<file path="config.mk">
export PLATFORM = sky130hd
export DESIGN_NAME = tf_fetch_seq
export DESIGN_NICKNAME = d
export VERILOG_FILES = /design/src/rtl/tf_fetch_seq.sv
export SDC_FILE = /design/constraint.sdc
export NUM_CORES = 1
export LEC_CHECK = 0
export CORE_UTILIZATION = 40
export DETAILED_ROUTE_END_ITERATION = 16
export PLACE_DENSITY = 0.68
export SLEW_MARGIN = 20
export SYNTH_ARGS = -nofsm -noshare
export SYNTH_HDL_FRONTEND = slang
export SYNTH_SLANG_ARGS = --single-unit
</file>
<file path="constraint.sdc">
create_clock -name clk -period 2.5 [get_ports clk]
set_input_delay 0.375 -clock clk [delete_from_list [all_inputs] [get_ports clk]]
set_output_delay 0.375 -clock clk [all_outputs]
set_load 0.005 [all_outputs]
</file>
<file path="src/rtl/tf_fetch_seq.sv">
// Twiddle-factor ROM read sequencer: walks the ROM once per run, absorbs the
// 1-cycle registered read latency, and buffers words for the butterfly unit.
module tf_fetch_seq #(
    parameter int ADDR_W     = 6,
    parameter int DATA_W     = 36,
    parameter int S1_BASE    = 2,
    parameter int S2_BASE    = 10,
    parameter int TOTAL      = 42,
    parameter int FIFO_DEPTH = 2
) (
    input  logic              clk,
    input  logic              rst_n,
    input  logic              start,
    output logic [ADDR_W-1:0] rom_addr,
    output logic              rom_en,
    input  logic [DATA_W-1:0] rom_q,
    output logic [DATA_W-1:0] tf_data,
    output logic [1:0]        tf_stage,
    output logic              tf_stage_last,
    output logic              tf_last,
    output logic              tf_valid,
    input  logic              tf_ready,
    output logic              busy,
    output logic              done
);

    localparam int PTR_W = (FIFO_DEPTH > 1) ? $clog2(FIFO_DEPTH) : 1;
    localparam int CNT_W = $clog2(FIFO_DEPTH + 1);
    localparam int ENT_W = DATA_W + 4;

    localparam logic [ADDR_W-1:0] S1_A   = ADDR_W'(S1_BASE);
    localparam logic [ADDR_W-1:0] S2_A   = ADDR_W'(S2_BASE);
    localparam logic [ADDR_W-1:0] LAST_A = ADDR_W'(TOTAL - 1);
    localparam logic [PTR_W-1:0]  PTR_MAX = PTR_W'(FIFO_DEPTH - 1);

    typedef enum logic [1:0] {
        ST_IDLE,
        ST_FETCH,
        ST_DRAIN
    } state_t;

    state_t             r_state;
    state_t             w_state_next;
    logic [ADDR_W-1:0]  r_cnt;
    logic [ADDR_W-1:0]  r_addr_hold;
    logic               r_inflight;
    logic [3:0]         r_if_tag;
    logic [3:0]         w_issue_tag;
    logic [ENT_W-1:0]   r_mem [FIFO_DEPTH];
    logic [PTR_W-1:0]   r_wr_ptr;
    logic [PTR_W-1:0]   r_rd_ptr;
    logic [CNT_W-1:0]   r_count;
    logic [ENT_W-1:0]   w_head;
    logic               w_push;
    logic               w_pop;
    logic               w_credit_ok;

    // Tag layout: {stage[1:0], stage_last, last}, derived from the issued address
    always_comb begin
        w_issue_tag = 4'b0;
        if (r_cnt < S1_A)      w_issue_tag[3:2] = 2'd0;
        else if (r_cnt < S2_A) w_issue_tag[3:2] = 2'd1;
        else                   w_issue_tag[3:2] = 2'd2;
        w_issue_tag[1] = (r_cnt == S1_A - 1'b1) || (r_cnt == S2_A - 1'b1) || (r_cnt == LAST_A);
        w_issue_tag[0] = (r_cnt == LAST_A);
    end

    assign w_push = r_inflight;
    assign w_pop  = tf_valid && tf_ready;
    // A read may issue only if its word is guaranteed a free slot when it lands
    assign w_credit_ok = (int'(r_count) + int'(r_inflight)) < (FIFO_DEPTH + int'(w_pop));

    always_ff @(posedge clk or negedge rst_n) begin
        if (!rst_n) r_state <= ST_IDLE;
        else        r_state <= w_state_next;
    end

    always_comb begin
        w_state_next = r_state;
        rom_en       = 1'b0;
        done         = 1'b0;
        case (r_state)
            ST_IDLE: begin
                if (start) w_state_next = ST_FETCH;
            end
            ST_FETCH: begin
                rom_en = w_credit_ok;
                if (w_credit_ok && (r_cnt == LAST_A)) w_state_next = ST_DRAIN;
            end
            ST_DRAIN: begin
                if (!tf_valid && !r_inflight) begin
                    done         = 1'b1;
                    w_state_next = ST_IDLE;
                end
            end
            default: w_state_next = ST_IDLE;
        endcase
    end

    always_ff @(posedge clk or negedge rst_n) begin
        if (!rst_n) begin
            r_cnt       <= '0;
            r_addr_hold <= '0;
            r_inflight  <= 1'b0;
            r_if_tag    <= '0;
        end else begin
            r_inflight <= rom_en;
            if (r_state == ST_IDLE && start) begin
                r_cnt <= '0;
            end else if (rom_en) begin
                r_cnt       <= r_cnt + 1'b1;
                r_addr_hold <= r_cnt;
                r_if_tag    <= w_issue_tag;
            end
        end
    end

    always_ff @(posedge clk) begin
        if (w_push) r_mem[r_wr_ptr] <= {rom_q, r_if_tag};
    end

    always_ff @(posedge clk or negedge rst_n) begin
        if (!rst_n) begin
            r_wr_ptr <= '0;
            r_rd_ptr <= '0;
            r_count  <= '0;
        end else begin
            if (w_push) r_wr_ptr <= (r_wr_ptr == PTR_MAX) ? '0 : r_wr_ptr + 1'b1;
            if (w_pop)  r_rd_ptr <= (r_rd_ptr == PTR_MAX) ? '0 : r_rd_ptr + 1'b1;
            case ({w_push, w_pop})
                2'b10:   r_count <= r_count + 1'b1;
                2'b01:   r_count <= r_count - 1'b1;
                default: r_count <= r_count;
            endcase
        end
    end

    assign w_head   = r_mem[r_rd_ptr];
    assign tf_valid = (r_count != '0);
    assign {tf_data, tf_stage, tf_stage_last, tf_last} = tf_valid ? w_head : '0;
    assign rom_addr = rom_en ? r_cnt : r_addr_hold;
    assign busy     = (r_state != ST_IDLE);

endmodule

</file>
; After elaboration in Yosys (flattened, before gate mapping)
; Memory sizes are Yosys's and may differ from the RTL's.
; Cells that the tools add are included.
[op_classes]
magnitude_cmp = 3
n_eq_ne = 10
bitwise_logic = 1
add_sub_neg = 7
reduce_logical = 15
n_mux = 18
[op_table]
columns = op, count
row1 = $mux W40, 1
row2 = $mux W6, 3
row3 = $mux W2, 5
row4 = $reduce_bool A2 Y1, 4
row5 = $mux W1, 7
row6 = $add A6 B1 Y6 const B, 1
row7 = $eq A6 B1 Y1 const B, 1
row8 = $eq A6 B4 Y1 const B, 1
row9 = $eq A6 B6 Y1 const B, 1
row10 = $lt A6 B2 Y1 const B, 1
row11 = $lt A6 B4 Y1 const B, 1
row12 = $ne A2 B2 Y1 const B, 3
row13 = $pmux W2 S3, 1
row14 = $eq A2 B1 Y1 const B, 2
row15 = $eq A2 B2 Y1 const B, 2
row16 = $logic_and A1 B1 Y1, 4
row17 = $pmux W2 S2, 1
row18 = $add A2 B1 Y3, 1
row19 = $add A2 B1 Y3 const A, 1
row20 = $lt A3 B3 Y1, 1
row21 = $reduce_and A3 Y1, 1
row22 = $add A1 B1 Y1 const B, 2
row23 = $add A2 B1 Y2 const B, 1
row24 = $logic_not A1 Y1, 2
row25 = 5 further kinds, 6
[word_totals]
memories = 1
inputBits = 40
ramBits = 80
reg_bits = 23
[memory_table]
columns = memory, depth, word_bits, read_ports, rd_ports_with_merged_regs, wr, line_no
row1 = r_mem, 2, 40, 1, 0, 1, 49  ; logic [ENT_W-1:0] r_mem [FIFO_DEPTH];

; Logic depth before layout (Yosys ltp)
[depth]
word_depth = 7
ltp_mapped = 6
mapped_depth_nobuf = 6

; Least setup slack after synthesis
; No wires, ideal clock.
[synth_timing]
kind = reg-to-reg
startpoint = register r_inflight
endpoint = memory r_mem[0][0] (netlist name) (enable)
n_path_buf = 0
setup_ns = 0.437
path_stages_with_launch = 3
slack_ns = -0.110
arrival_time_ns = 2.173
synth_period_minus_slack_ns = 2.610
cell_sequence = dfrtp_1 -> inv_1 -> nor2_1
[synth_via]
elab_chain_cells = 2
[synth_rtl]
columns = item, line_no
row1 = from (decl), 46  ; logic r_inflight;
row2 = from (signal assigned), 107  ; r_inflight <= rom_en;
row3 = $mux W1, 119  ; if (w_push) r_mem[r_wr_ptr] <= {rom_q, r_if_tag};
row4 = $mux W1 (not written as such), 119
row5 = to (decl), 49
; No other way between the ends.

; Worst setup path in the final report
[layout_timing]
startpoint = register r_inflight
endpoint = output rom_addr[0]
[layout_via]
elab_chain_cells = 4
[layout_rtl]
columns = item, line_no
row1 = $add A2 B1 Y3, 71  ; assign w_credit_ok = (int'(r_count) + int'(r_inflight)) < (FIFO_DEPTH + int'(w_pop));
row2 = $lt A3 B3 Y1, 71
row3 = $mux W1, 82  ; case (r_state)
row4 = $mux W6, --
row5 = to (decl), 14  ; output logic [ADDR_W-1:0] rom_addr,
; No other way between the ends.

==> impl_metrics.toml <==
[global_routing]
pin_count_of_the_biggest_net_entering_global_routing = 32
groute.usage.overall = 0.156
antenna_found_initial = 0
grt_pass1_vias = 2636
grt-ovfl-total = 0
grt_pass1_wl_um = 13100

[floorplan]
floorplan.initialDensity = 0.412
die_height_um = 105
die_x_um = 105
core_area_mm2 = 0.0103
fp-row-count = 37
ioPinCount = 90
die_area_mm2 = 0.0110

[sta]
max_slew.worst_pin.slew_ns = 0.400
timing.final.max_slew_violations = 0
post_route_skew_ns = 0.00434
period_share = 1.05
grt_setup_unrepaired = "true"
finalWorstPathRequiredPeriod_ns = 2.62
timing.fmax_mhz = 382
post-route-worst-setup-slack_ns = -0.116
finalHoldViolCount = 0
slew_headroom = 0.730
setup_viol = 6
finalHoldWorstSlack_ns = 0.364

[layout]
fin_util = 0.557
diodes = 0
drive_above_1_share = 0.185
finalNetCount = 429
fillCellCount = 878
relative_area_change_from_synthesis_to_final_layout_pct = 35.0
most-common-layout-cells = "81 x sky130_fd_sc_hd__clkdlybuf4s50_1, 80 x sky130_fd_sc_hd__edfxtp_1, 46 x sky130_fd_sc_hd__nor2_1"
final_common_cell = "sky130_fd_sc_hd__clkdlybuf4s50_1"
layout.cells.non_filler = 525

[placement]
gp_congestion = 0.758
detailedPlacementHpwl_um = 5390
port-buffer-count = 89
place_inst = 502

[run]
drv.max_cap_violation_count = 0

[detailed_routing]
route.detailed.drc = 0
ant_nets = 0
vias_per_cell = 4.88
vias = 2564
detailedRoute.firstIterationViolations = 62
drt_pre_antenna_iters = 4
drt_wl_total_um = 8260
post_drt_wl_per_cell_um = 15.7

[cts]
cts.sinks = 103
cts-buffers-inserted = 9
cts_hold_buf = 0
htreeDepth = 3
worst_skew_pair.late_latency_ns = 0.35
cts.reportedPaths.clkPinSlew_ns = 0.10
cts.root.buffer_cell = "sky130_fd_sc_hd__clkbuf_8"
cts_tree = "done"
cts_buffer_depth = 2

[worst_setup_path]
cp.required_ns = 2.12
r2r_end = "r_if_tag[1]"
critPathArrivalTime_ns = 2.24
setup.worst_path.end_class = "output port"
r2r_start = "r_inflight"
worstSetupPathType = "flop to output port"
timing.critical_path.from_type = "flop"
r2r_slack_ns = 0.36
worst-r2r-cell-count = 8
crit_fanout = 4

[power]
power.ir.vdd_worst_mv = 0.935
power.density_cell_area_mw_per_mm2 = 1390
power_leakage_nw = 2.26

[synthesis]
postSynthAreaPerCell_um2 = 15.5
postSynthCellCount = 273
synthesis.yosys.warnings = 0
sequential_area_share_after_synthesis = 0.703
netlist_area_mm2 = 0.00424
synthDominantAreaCellType = "sky130_fd_sc_hd__edfxtp_1"
post_synth_main_area_contributors = "sky130_fd_sc_hd__edfxtp_1 57%, sky130_fd_sc_hd__dfrtp_1 14%, sky130_fd_sc_hd__mux2i_1 10%"
yosysUniqueCellTypes = 34
area_fraction_of_the_dominant_cell_type_after_synthesis = 0.567
postSynthNetCount = 318
synth-seq-cells = 103

[status]
status = "finished, violations left"
violations = "setup timing"

[worst_hold_path]
worst_hold_path_type = "input pin to async pin"
-- state kept, by name, summed over array words and instances, names as in the netlist --
name	flops
r_mem	80
r_state	2
r_cnt	6
r_count	2
r_addr_hold	6
r_inflight	1
r_rd_ptr	1
r_wr_ptr	1
r_if_tag	4
-- area by class of cell --
| class | count | area [µm²] | share of cell area |
|---|---|---|---|
| clock buffers | 9 | 124 | 0.0216 |
| well taps | 136 | 170 | 0.0297 |
| clock inverters | 7 | 80.1 | 0.0140 |
| multi-input cells | 151 | 1210 | 0.212 |
| repair buffers | 112 | 1120 | 0.196 |
| inverters | 7 | 28.8 | 0.00503 |
| flip-flops and latches | 103 | 2980 | 0.521 |
-- layer usage --
layer | up-vias | track usage | share of wire
met2 | 68 | 0.264 | 0.50
met3 | 11 | 0.0318 | 0.052
li1 | 1215 | - | -
met5 | - | 0 | 0
met1 | 1270 | 0.195 | 0.43
met4 | 0 | 0.0624 | 0.012
-- what timing repair did --
action                     in CTS  in global routing
resized for setup              41                  5
pin swaps                       4                  3
cloned                          1                  0
setup endpoints to repair       7                  9
setup buffers                   5                  2
-- Yosys cell counts --
cell type	n
sky130_fd_sc_hd__and2_1	1
sky130_fd_sc_hd__nand2b_1	1
sky130_fd_sc_hd__nand4_1	1
sky130_fd_sc_hd__buf_2	3
sky130_fd_sc_hd__o21a_4	1
sky130_fd_sc_hd__mux2i_1	43
sky130_fd_sc_hd__nand2_1	8
sky130_fd_sc_hd__dfrtp_1	23
sky130_fd_sc_hd__xnor2_1	3
sky130_fd_sc_hd__nor4b_1	1
sky130_fd_sc_hd__ha_1	5
sky130_fd_sc_hd__o211ai_1	1
sky130_fd_sc_hd__a22o_1	1
sky130_fd_sc_hd__a21oi_1	1
sky130_fd_sc_hd__o21ai_2	1
sky130_fd_sc_hd__or3_4	1
sky130_fd_sc_hd__buf_6	2
sky130_fd_sc_hd__a21boi_0	1
sky130_fd_sc_hd__nor3_1	3
sky130_fd_sc_hd__edfxtp_1	80
sky130_fd_sc_hd__o31ai_1	1
sky130_fd_sc_hd__nor2b_1	1
sky130_fd_sc_hd__o311ai_0	1
sky130_fd_sc_hd__o41ai_1	2
sky130_fd_sc_hd__mux2_4	15
sky130_fd_sc_hd__o22ai_1	1
sky130_fd_sc_hd__inv_1	7
sky130_fd_sc_hd__clkbuf_1	8
sky130_fd_sc_hd__nor2_1	48
sky130_fd_sc_hd__nand4b_1	1
sky130_fd_sc_hd__nand3b_1	1
sky130_fd_sc_hd__xor2_1	2
sky130_fd_sc_hd__o21ai_0	3
sky130_fd_sc_hd__or4b_1	1
-- how the worst max path moves through the flow --
stage                          start     endpoint  slack [ns]  depth (start not counted)
after CTS                 r_inflight  rom_addr[0]       -0.19                          7
after detailed placement    tf_ready  rom_addr[5]       -0.23                          6
after floorplan           r_count[0]  rom_addr[5]        0.26                          6
after global placement      tf_ready  rom_addr[5]       -0.22                          6
after global routing      r_inflight  rom_addr[4]       -0.17                          7
final                     r_inflight  rom_addr[0]       -0.12                          7
-- critical path, stage by stage (launching register included) --
cell and delay [ns]:
sky130_fd_sc_hd__dfrtp_1 0.40, sky130_fd_sc_hd__ha_2 0.21, sky130_fd_sc_hd__ha_4 0.21, sky130_fd_sc_hd__o21a_4 0.12
sky130_fd_sc_hd__or3_4 0.38, sky130_fd_sc_hd__buf_6 0.15, sky130_fd_sc_hd__mux2_4 0.30, sky130_fd_sc_hd__buf_6 0.11
-- report_power, final --
group,total (W),switching (W),internal (W)
clock network,0.00106,0.000580,0.000477
logic,0.00406,0.00171,0.00235
registers,0.00284,0.000308,0.00253
total,0.00795,0.00259,0.00536
-- per-stage QoR --
stage	cell area, µm²	TNS [ns]	power [W]	worst slack [ns]
detailed placement	5410	-1.57	0.00660	-0.233
CTS	5700	-0.953	0.00797	-0.194
finish	5720	-0.650	0.00795	-0.116
global route	5720	-0.958	0.00844	-0.166
floorplan	4240	0	0.00482	0.264
global placement	5410	-1.49	0.00652	-0.220
-- logic make-up after synthesis --
| family | Yosys count | share of synthesized area |
|---|---|---|
| buf+inv | 20 | 0.0221 |
| flops | 103 | 0.703 |
| compound gates | 14 | 0.0254 |
| simple gates | 68 | 0.0700 |
| xor+xnor | 5 | 0.0103 |
| mux | 58 | 0.155 |
| fa+ha+maj | 5 | 0.0148 |
Power figures use the tool's default switching activity.
